==> src/rtl/store_buffer_if.sv <==
// rtl/store_buffer_if.sv - store request, load probe and dcache write port bundle
interface store_buffer_if;
  logic        st_valid;
  logic [2:0]  st_funct3;
  logic [31:0] st_addr;
  logic [31:0] st_data;
  logic        st_ready;
  logic        st_misalign;
  logic        ld_valid;
  logic [31:0] ld_addr;
  logic        ld_stall;
  logic        dcache_write;
  logic [31:0] dcache_address;
  logic [31:0] dcache_wdata;
  logic [3:0]  dcache_mbe;
  logic        dcache_resp;
  logic        empty;

  modport master (
    output st_valid, st_funct3, st_addr, st_data, ld_valid, ld_addr, dcache_resp,
    input  st_ready, st_misalign, ld_stall, dcache_write, dcache_address,
           dcache_wdata, dcache_mbe, empty
  );

  modport slave (
    input  st_valid, st_funct3, st_addr, st_data, ld_valid, ld_addr, dcache_resp,
    output st_ready, st_misalign, ld_stall, dcache_write, dcache_address,
           dcache_wdata, dcache_mbe, empty
  );
endinterface

==> src/rtl/store_buffer.sv <==
// rtl/store_buffer.sv - circular store buffer draining one write at a time to the dcache
module store_buffer #(
  parameter int DEPTH = 2
) (
  input  logic           clk,
  input  logic           rst,
  store_buffer_if.slave  bus
);
  localparam int PW = $clog2(DEPTH);
  localparam int CW = PW + 1;
  localparam logic [CW-1:0] FULL = CW'(DEPTH);

  typedef enum logic {IDLE, WRITE} state_t;

  state_t         state_q, state_d;
  logic [PW-1:0]  head_q, head_d, tail_q, tail_d;
  logic [CW-1:0]  count_q, count_d;
  logic           write_q, write_d;
  logic [31:0]    addr_q, addr_d, wdata_q, wdata_d;
  logic [3:0]     mbe_q, mbe_d;

  logic [31:0]    ent_addr  [DEPTH];
  logic [31:0]    ent_wdata [DEPTH];
  logic [3:0]     ent_mbe   [DEPTH];

  logic           legal, misaligned, push, pop, conflict, st_ready;
  logic [31:0]    new_addr, new_wdata;
  logic [3:0]     new_mbe;
  logic [PW-1:0]  scan_idx;

  always_comb begin
    legal      = 1'b1;
    misaligned = 1'b0;
    new_addr   = {bus.st_addr[31:2], 2'b00};
    new_wdata  = bus.st_data;
    new_mbe    = 4'b1111;
    case (bus.st_funct3)
      3'b000: begin
        new_mbe   = 4'b0001 << bus.st_addr[1:0];
        new_wdata = {4{bus.st_data[7:0]}};
      end
      3'b001: begin
        new_mbe    = 4'b0011 << {bus.st_addr[1], 1'b0};
        new_wdata  = {2{bus.st_data[15:0]}};
        misaligned = bus.st_addr[0];
      end
      3'b010:  misaligned = |bus.st_addr[1:0];
      default: legal = 1'b0;
    endcase
  end

  // Only live entries (head .. head+count-1) are matched, the one being written included.
  always_comb begin
    conflict = 1'b0;
    scan_idx = head_q;
    for (int i = 0; i < DEPTH; i++) begin
      scan_idx = head_q + PW'(i);
      if (CW'(i) < count_q &&
          {ent_addr[scan_idx][31:2], bus.ld_addr[1:0]} == bus.ld_addr)
        conflict = 1'b1;
    end
  end

  assign st_ready = count_q < FULL;
  assign push     = bus.st_valid & st_ready & legal & ~misaligned;
  assign pop      = (state_q == WRITE) & bus.dcache_resp;

  always_comb begin
    state_d = state_q;
    write_d = write_q;
    addr_d  = addr_q;
    wdata_d = wdata_q;
    mbe_d   = mbe_q;
    head_d  = head_q + PW'(pop);
    tail_d  = tail_q + PW'(push);
    count_d = count_q + CW'(push) - CW'(pop);
    case (state_q)
      IDLE: begin
        addr_d  = ent_addr[head_q];
        wdata_d = ent_wdata[head_q];
        mbe_d   = ent_mbe[head_q];
        if (count_q != '0 && (!bus.ld_valid || conflict || count_q == FULL)) begin
          state_d = WRITE;
          write_d = 1'b1;
        end
      end
      WRITE: begin
        if (bus.dcache_resp) begin
          state_d = IDLE;
          write_d = 1'b0;
        end
      end
      default: state_d = IDLE;
    endcase
  end

  always_ff @(posedge clk or negedge rst) begin
    if (!rst) begin
      state_q <= IDLE;
      head_q  <= '0;
      tail_q  <= '0;
      count_q <= '0;
      write_q <= 1'b0;
      addr_q  <= '0;
      wdata_q <= '0;
      mbe_q   <= '0;
    end else begin
      state_q <= state_d;
      head_q  <= head_d;
      tail_q  <= tail_d;
      count_q <= count_d;
      write_q <= write_d;
      addr_q  <= addr_d;
      wdata_q <= wdata_d;
      mbe_q   <= mbe_d;
    end
  end

  always_ff @(posedge clk) begin
    if (push) begin
      ent_addr[tail_q]  <= new_addr;
      ent_wdata[tail_q] <= new_wdata;
      ent_mbe[tail_q]   <= new_mbe;
    end
  end

  assign bus.st_ready       = st_ready;
  assign bus.st_misalign    = rst & bus.st_valid & misaligned;
  assign bus.ld_stall       = bus.ld_valid & ((state_q == WRITE) | conflict);
  assign bus.dcache_write   = write_q;
  assign bus.dcache_address = addr_q;
  assign bus.dcache_wdata   = wdata_q;
  assign bus.dcache_mbe     = mbe_q;
  assign bus.empty          = (count_q == '0) & (state_q == IDLE);
endmodule

==> src/flat_wrapper.sv <==
// flat-port wrapper written by rule: the top's interface ports become plain ports
module store_buffer_flat 
#(
  parameter int DEPTH = 2
)
  (clk, rst, bus_st_valid, bus_st_funct3, bus_st_addr, bus_st_data, bus_ld_valid, bus_ld_addr, bus_dcache_resp, bus_st_ready, bus_st_misalign, bus_ld_stall, bus_dcache_write, bus_dcache_address, bus_dcache_wdata, bus_dcache_mbe, bus_empty);
  store_buffer_if bus_i ();
  input  logic clk;
  input  logic rst;
  input wire logic [$bits(bus_i.st_valid)-1:0] bus_st_valid;
  input wire logic [$bits(bus_i.st_funct3)-1:0] bus_st_funct3;
  input wire logic [$bits(bus_i.st_addr)-1:0] bus_st_addr;
  input wire logic [$bits(bus_i.st_data)-1:0] bus_st_data;
  input wire logic [$bits(bus_i.ld_valid)-1:0] bus_ld_valid;
  input wire logic [$bits(bus_i.ld_addr)-1:0] bus_ld_addr;
  input wire logic [$bits(bus_i.dcache_resp)-1:0] bus_dcache_resp;
  output wire logic [$bits(bus_i.st_ready)-1:0] bus_st_ready;
  output wire logic [$bits(bus_i.st_misalign)-1:0] bus_st_misalign;
  output wire logic [$bits(bus_i.ld_stall)-1:0] bus_ld_stall;
  output wire logic [$bits(bus_i.dcache_write)-1:0] bus_dcache_write;
  output wire logic [$bits(bus_i.dcache_address)-1:0] bus_dcache_address;
  output wire logic [$bits(bus_i.dcache_wdata)-1:0] bus_dcache_wdata;
  output wire logic [$bits(bus_i.dcache_mbe)-1:0] bus_dcache_mbe;
  output wire logic [$bits(bus_i.empty)-1:0] bus_empty;
  assign bus_i.st_valid = bus_st_valid;
  assign bus_i.st_funct3 = bus_st_funct3;
  assign bus_i.st_addr = bus_st_addr;
  assign bus_i.st_data = bus_st_data;
  assign bus_i.ld_valid = bus_ld_valid;
  assign bus_i.ld_addr = bus_ld_addr;
  assign bus_i.dcache_resp = bus_dcache_resp;
  assign bus_st_ready = bus_i.st_ready;
  assign bus_st_misalign = bus_i.st_misalign;
  assign bus_ld_stall = bus_i.ld_stall;
  assign bus_dcache_write = bus_i.dcache_write;
  assign bus_dcache_address = bus_i.dcache_address;
  assign bus_dcache_wdata = bus_i.dcache_wdata;
  assign bus_dcache_mbe = bus_i.dcache_mbe;
  assign bus_empty = bus_i.empty;
  store_buffer #(.DEPTH(DEPTH)) u_core (.clk(clk), .rst(rst), .bus(bus_i));
endmodule
==> config.mk <==
export PLATFORM = sky130hd
export DESIGN_NAME = store_buffer_flat
export DESIGN_NICKNAME = d
export VERILOG_FILES = /design/src/rtl/store_buffer_if.sv /design/src/rtl/store_buffer.sv /design/src/flat_wrapper.sv
export SDC_FILE = /design/constraint.sdc
export NUM_CORES = 1
export LEC_CHECK = 0
export ABC_CLOCK_PERIOD_IN_PS = 3300
export BUFFER_PORTS_ARGS = -buffer_cell sky130_fd_sc_hd__buf_2
export CAP_MARGIN = 20
export CORE_ASPECT_RATIO = 1.1
export CORE_MARGIN = 2
export CORE_UTILIZATION = 30
export CTS_BUF_LIST = sky130_fd_sc_hd__clkbuf_16
export CTS_CLUSTER_DIAMETER = 120
export CTS_CLUSTER_SIZE = 30
export DETAILED_ROUTE_END_ITERATION = 6
export PLACE_DENSITY = 0.53
export SETUP_SLACK_MARGIN = 0.05
export SYNTH_ARGS = -nofsm -noshare
export SYNTH_HDL_FRONTEND = slang
export SYNTH_SLANG_ARGS = --single-unit
==> constraint.sdc <==
create_clock -name clk -period 3.3 [get_ports clk]
set_input_delay 0.165 -clock clk [delete_from_list [all_inputs] [get_ports clk]]
set_output_delay 0.165 -clock clk [all_outputs]
set_load 0.02 [all_outputs]
==> metrics.csv <==
stage,metric,value,unit
worst_setup_path,Arrival @ worst endpoint,2.90,ns
finish,share of layout cells above drive strength 1,27.44,%
clock_tree,clock sinks,204,
sta,setup violators final,0,
floorplanning,die width,168.2,um
job,Max-cap violations,0,
worst_setup_path,highest fanout seen on the critical path,13,
global_route,Total GRT Usage,13.80,%
sta,fin worst setup slack,0.2308,ns
worst_setup_path,Required @ worst endpoint,3.13,ns
power,switching part of the total,37.22,%
yosys,"Distinct cells, synth",34,
route,Post-Route WL,21.82,mm
route,via density per instance,4.466,
status,status,"finished, final reports clean",
sta,Clock Skew,0.02001,ns
hold_path,Worst Hold Class,in2reg,
route,DR vias,5471,
clock_tree,CTS H-tree depth,1,
floorplanning,# IOs,177,
sta,fin crit period,3.069,ns
yosys,Seq cells post-synth,204,
yosys,Compound-Gate Fraction of Synth Area,3.389,%
clock_tree,worst skew pair latency,0.48,ns
place,DP HPWL,15.38,mm
sta,setup TNS,0,ns
power,PD cells,767.3,nW/um^2
power,Static Leak,4.615,nW
route,DRT Pass-1 Iters,4,
global_route,grt total ovfl,0,
finish,fin nets,953,
route,residual DRC count,0,
hold_path,Hold Path End,u_core.ent_wdata[0][19]$_DFFE_PP_,
sta,Worst-Margin Slew,0.6922,ns
worst_setup_path,internal reg-to-reg setup slack,0.97,ns
power,Int Pwr,5.326,mW
power,combinational power share,40.8,%
finish,Multi-input gate area,2874,sq um
power,VDD IR max,496.2,uV
floorplanning,die area,31050,sq um
yosys,largest family of logic cells by synthesized area,multiplexers,
yosys,synth warn,0,
route,drt wl/cell,17.81,um
power,Psw,3.157,mW
worst_setup_path,R2R Path Start,u_core.head_q$_DFF_PN0_,
route,Antenna Nets Post-Route,0,
yosys,mux contribution to synthesized area,17.23,%
yosys,sequential area share after synthesis,64.80,%
route,drt initial violations,264,
global_route,largest net degree at the start of global routing,78,
finish,Filler Cell Count,2897,
power,Clock power frac,16.3,%
floorplanning,Core Area,29400,sq um
finish,most frequent cells in the layout,"171 x buf_2, 132 x edfxtp_1, 129 x mux2i_1, 70 x dfrtp_1, 48 x xnor2_1",
yosys,"Avg Cell Area, Syn",14.21,sq um
worst_setup_path,critical path capture point type,primary output,
hold_path,Hold Crit Start,bus_st_data[19],
clock_tree,CTS Buf Count,10,
sta,Pins Over Slew Limit,0,
yosys,Synth Instances,626,
global_route,first-pass GRT wire length,32.57,mm
sta,RSZ-0062 raised after global routing,no,
worst_setup_path,CP Launch Type,register,
finish,Reg area,5773,sq um
worst_setup_path,critical path class,reg2out,
floorplanning,die height,184.6,um
hold_path,hold path depth,2,
global_route,initial antenna violation count,2,
global_route,vias in the first global route,5580,
clock_tree,clk buf depth,3,
yosys,cell area after synthesis,8897,sq um
power,Seq pwr share,42.9,%
finish,Syn-to-layout area delta,24.26,%
floorplanning,Initial Util,30.26,%
sta,Relative slew margins,53.86,%
yosys,Post-Synth Adder-Cell Area,0.5625,%
clock_tree,CTS tree,built,
sta,Tcrit/Tclk final,93.00,%
place,RePlAce Congestion,0.7115,
place,port bufs,172,
sta,Final Hold Fails,0,
floorplanning,FP Rows,66,
yosys,Simple-Gate Fraction of Synth Area,4.247,%
finish,"commonest non-fill, non-tap cell in the layout",buf_2,
clock_tree,CTS Root Cell,clkbuf_16,
worst_setup_path,R2R depth,8,
worst_setup_path,RR Endpoint,u_core.state_q$_DFF_PN0_,
sta,max frequency,0.3258,GHz
place,Placement Setup Slack,0.5026,ns
clock_tree,CTS clock-pin slew for the worst setup and hold paths,0.11,ns
yosys,Synth Area in XOR/XNOR,6.202,%
[layer usage]
| layer | wire length [um] | up-vias | global-route usage [%] |
|---|---|---|---|
| li1 | - | 2661 | - |
| met5 | 13 | - | 0 |
| met2 | 10640 | 167 | 24.41 |
| met3 | 1517 | 14 | 4.209 |
| met4 | 245 | 2 | 2.000 |
| met1 | 9402 | 2627 | 16.97 |
[cell usage after synthesis]
cell	number	area (sq um)
dfrtp_1	72	1802
o21ai_0	41	205.2
buf_1	2	7.510
buf_6	3	33.78
nand3_1	1	5.000
buf_4	4	30.03
and3_1	1	6.260
nor2_1	16	60.06
xnor2_1	48	420.4
mux2i_2	3	41.29
buf_12	1	20.02
nor2b_1	2	12.51
ha_1	4	50.05
buf_8	1	15.01
conb_1	1	3.750
o31a_1	1	8.760
o22ai_2	1	12.51
o21a_1	2	15.01
nand4_1	7	43.79
or4_1	1	7.510
mux2i_1	131	1311
buf_2	4	20.02
xor2_1	15	131.4
o21bai_1	1	7.510
nor3_1	4	20.02
a211oi_1	1	7.510
nor4_2	1	12.51
mux2_2	16	180.2
a21oi_1	9	45.04
edfxtp_1	132	3964
nand2_1	41	153.9
inv_1	37	138.9
clkbuf_1	13	48.80
nor4_1	9	56.30
[sequential cells by signal, indices dropped and copies added (netlist names), 2 cells and up]
signal / cells
u_core.bus.dcache_mbe: 4
u_core.ent_wdata: 64
u_core.bus.dcache_wdata: 32
u_core.ent_mbe: 8
u_core.count_q: 2
u_core.bus.dcache_address: 30
u_core.ent_addr: 60
[layout make-up]
cell class | count | share of cell area, %
Clock buffer | 11 | 2.490
Clock inverter | 5 | 0.2037
Timing Repair Buffer | 234 | 13.56
Sequential cell | 204 | 52.22
Multi-Input combinational cell | 358 | 26.00
Inverter | 37 | 1.256
Antenna cell | 2 | 0.04527
Tap cell | 374 | 4.233
[kinds of logic (layout without fill, tap and decap cells)]
kind of cell / count (synthesis) / count (layout)
xor+xnor: 63 / 63
flops: 204 / 204
buf+inv: 65 / 287
mux: 150 / 150
fa+ha+maj: 4 / 4
simple gates: 83 / 83
compound gates: 56 / 56
other cells: 1 / 4
[metrics by stage]
step | cells | area [sq um] | total power [mW] | hold WS, ns | util [%]
2_1_floorplan | 627 | 8901 | 6.019 | -0.1306 | -
3_3_place_gp | 1159 | 10230 | 7.041 | 0.1268 | 34.81
3_5_place_dp | 1159 | 10230 | 7.087 | 0.1291 | 34.81
4_1_cts | 1221 | 10990 | 8.583 | 0.001084 | 37.37
5_1_grt | 1224 | 11050 | 9.049 | 0.001928 | 37.60
6_report | 1225 | 11060 | 8.483 | 0.01761 | 37.61
[how the worst max path moves through the flow]
stage                                 start                         endpoint  slack [ns]
finish              u_core.head_q$_DFF_PN0_                     bus_ld_stall        0.23
global route        u_core.head_q$_DFF_PN0_                     bus_ld_stall        0.06
CTS                 u_core.head_q$_DFF_PN0_                     bus_ld_stall        0.08
detailed placement  u_core.head_q$_DFF_PN0_                     bus_ld_stall        0.50
global placement    u_core.head_q$_DFF_PN0_                     bus_ld_stall        0.49
floorplan                  bus_st_funct3[0]  u_core.ent_addr[1][0]$_DFFE_PP_        0.32
[repair_timing]
action	in CTS	in global routing
gates resized for setup	0	7
cloned	0	1
hold endpoints to repair	102	0
buffers inserted	3	1
pin swaps	0	2
hold buffers	43	0
setup endpoints to repair	1	1
[power by group through the flow]
stage	Sequential (mW)	Clock, mW	Combinational, mW
2_1_floorplan	4.16	0	1.86
3_3_place_gp	3.70	0	3.34
4_1_cts	3.64	1.47	3.48
3_5_place_dp	3.71	0	3.37
6_report	3.64	1.38	3.46
5_1_grt	3.71	1.54	3.80
[worst max-delay path: stages (launching register included)]
cell and delay (ns):
dfrtp_4 0.56, buf_4 0.17, clkbuf_16 0.18, mux2i_1 0.29
xnor2_1 0.17, nor4_1 0.25, nand4_1 0.21, o22ai_4 0.27
o21a_1 0.15, buf_2 0.18
No activity file was read; power rests on OpenSTA's default activity.
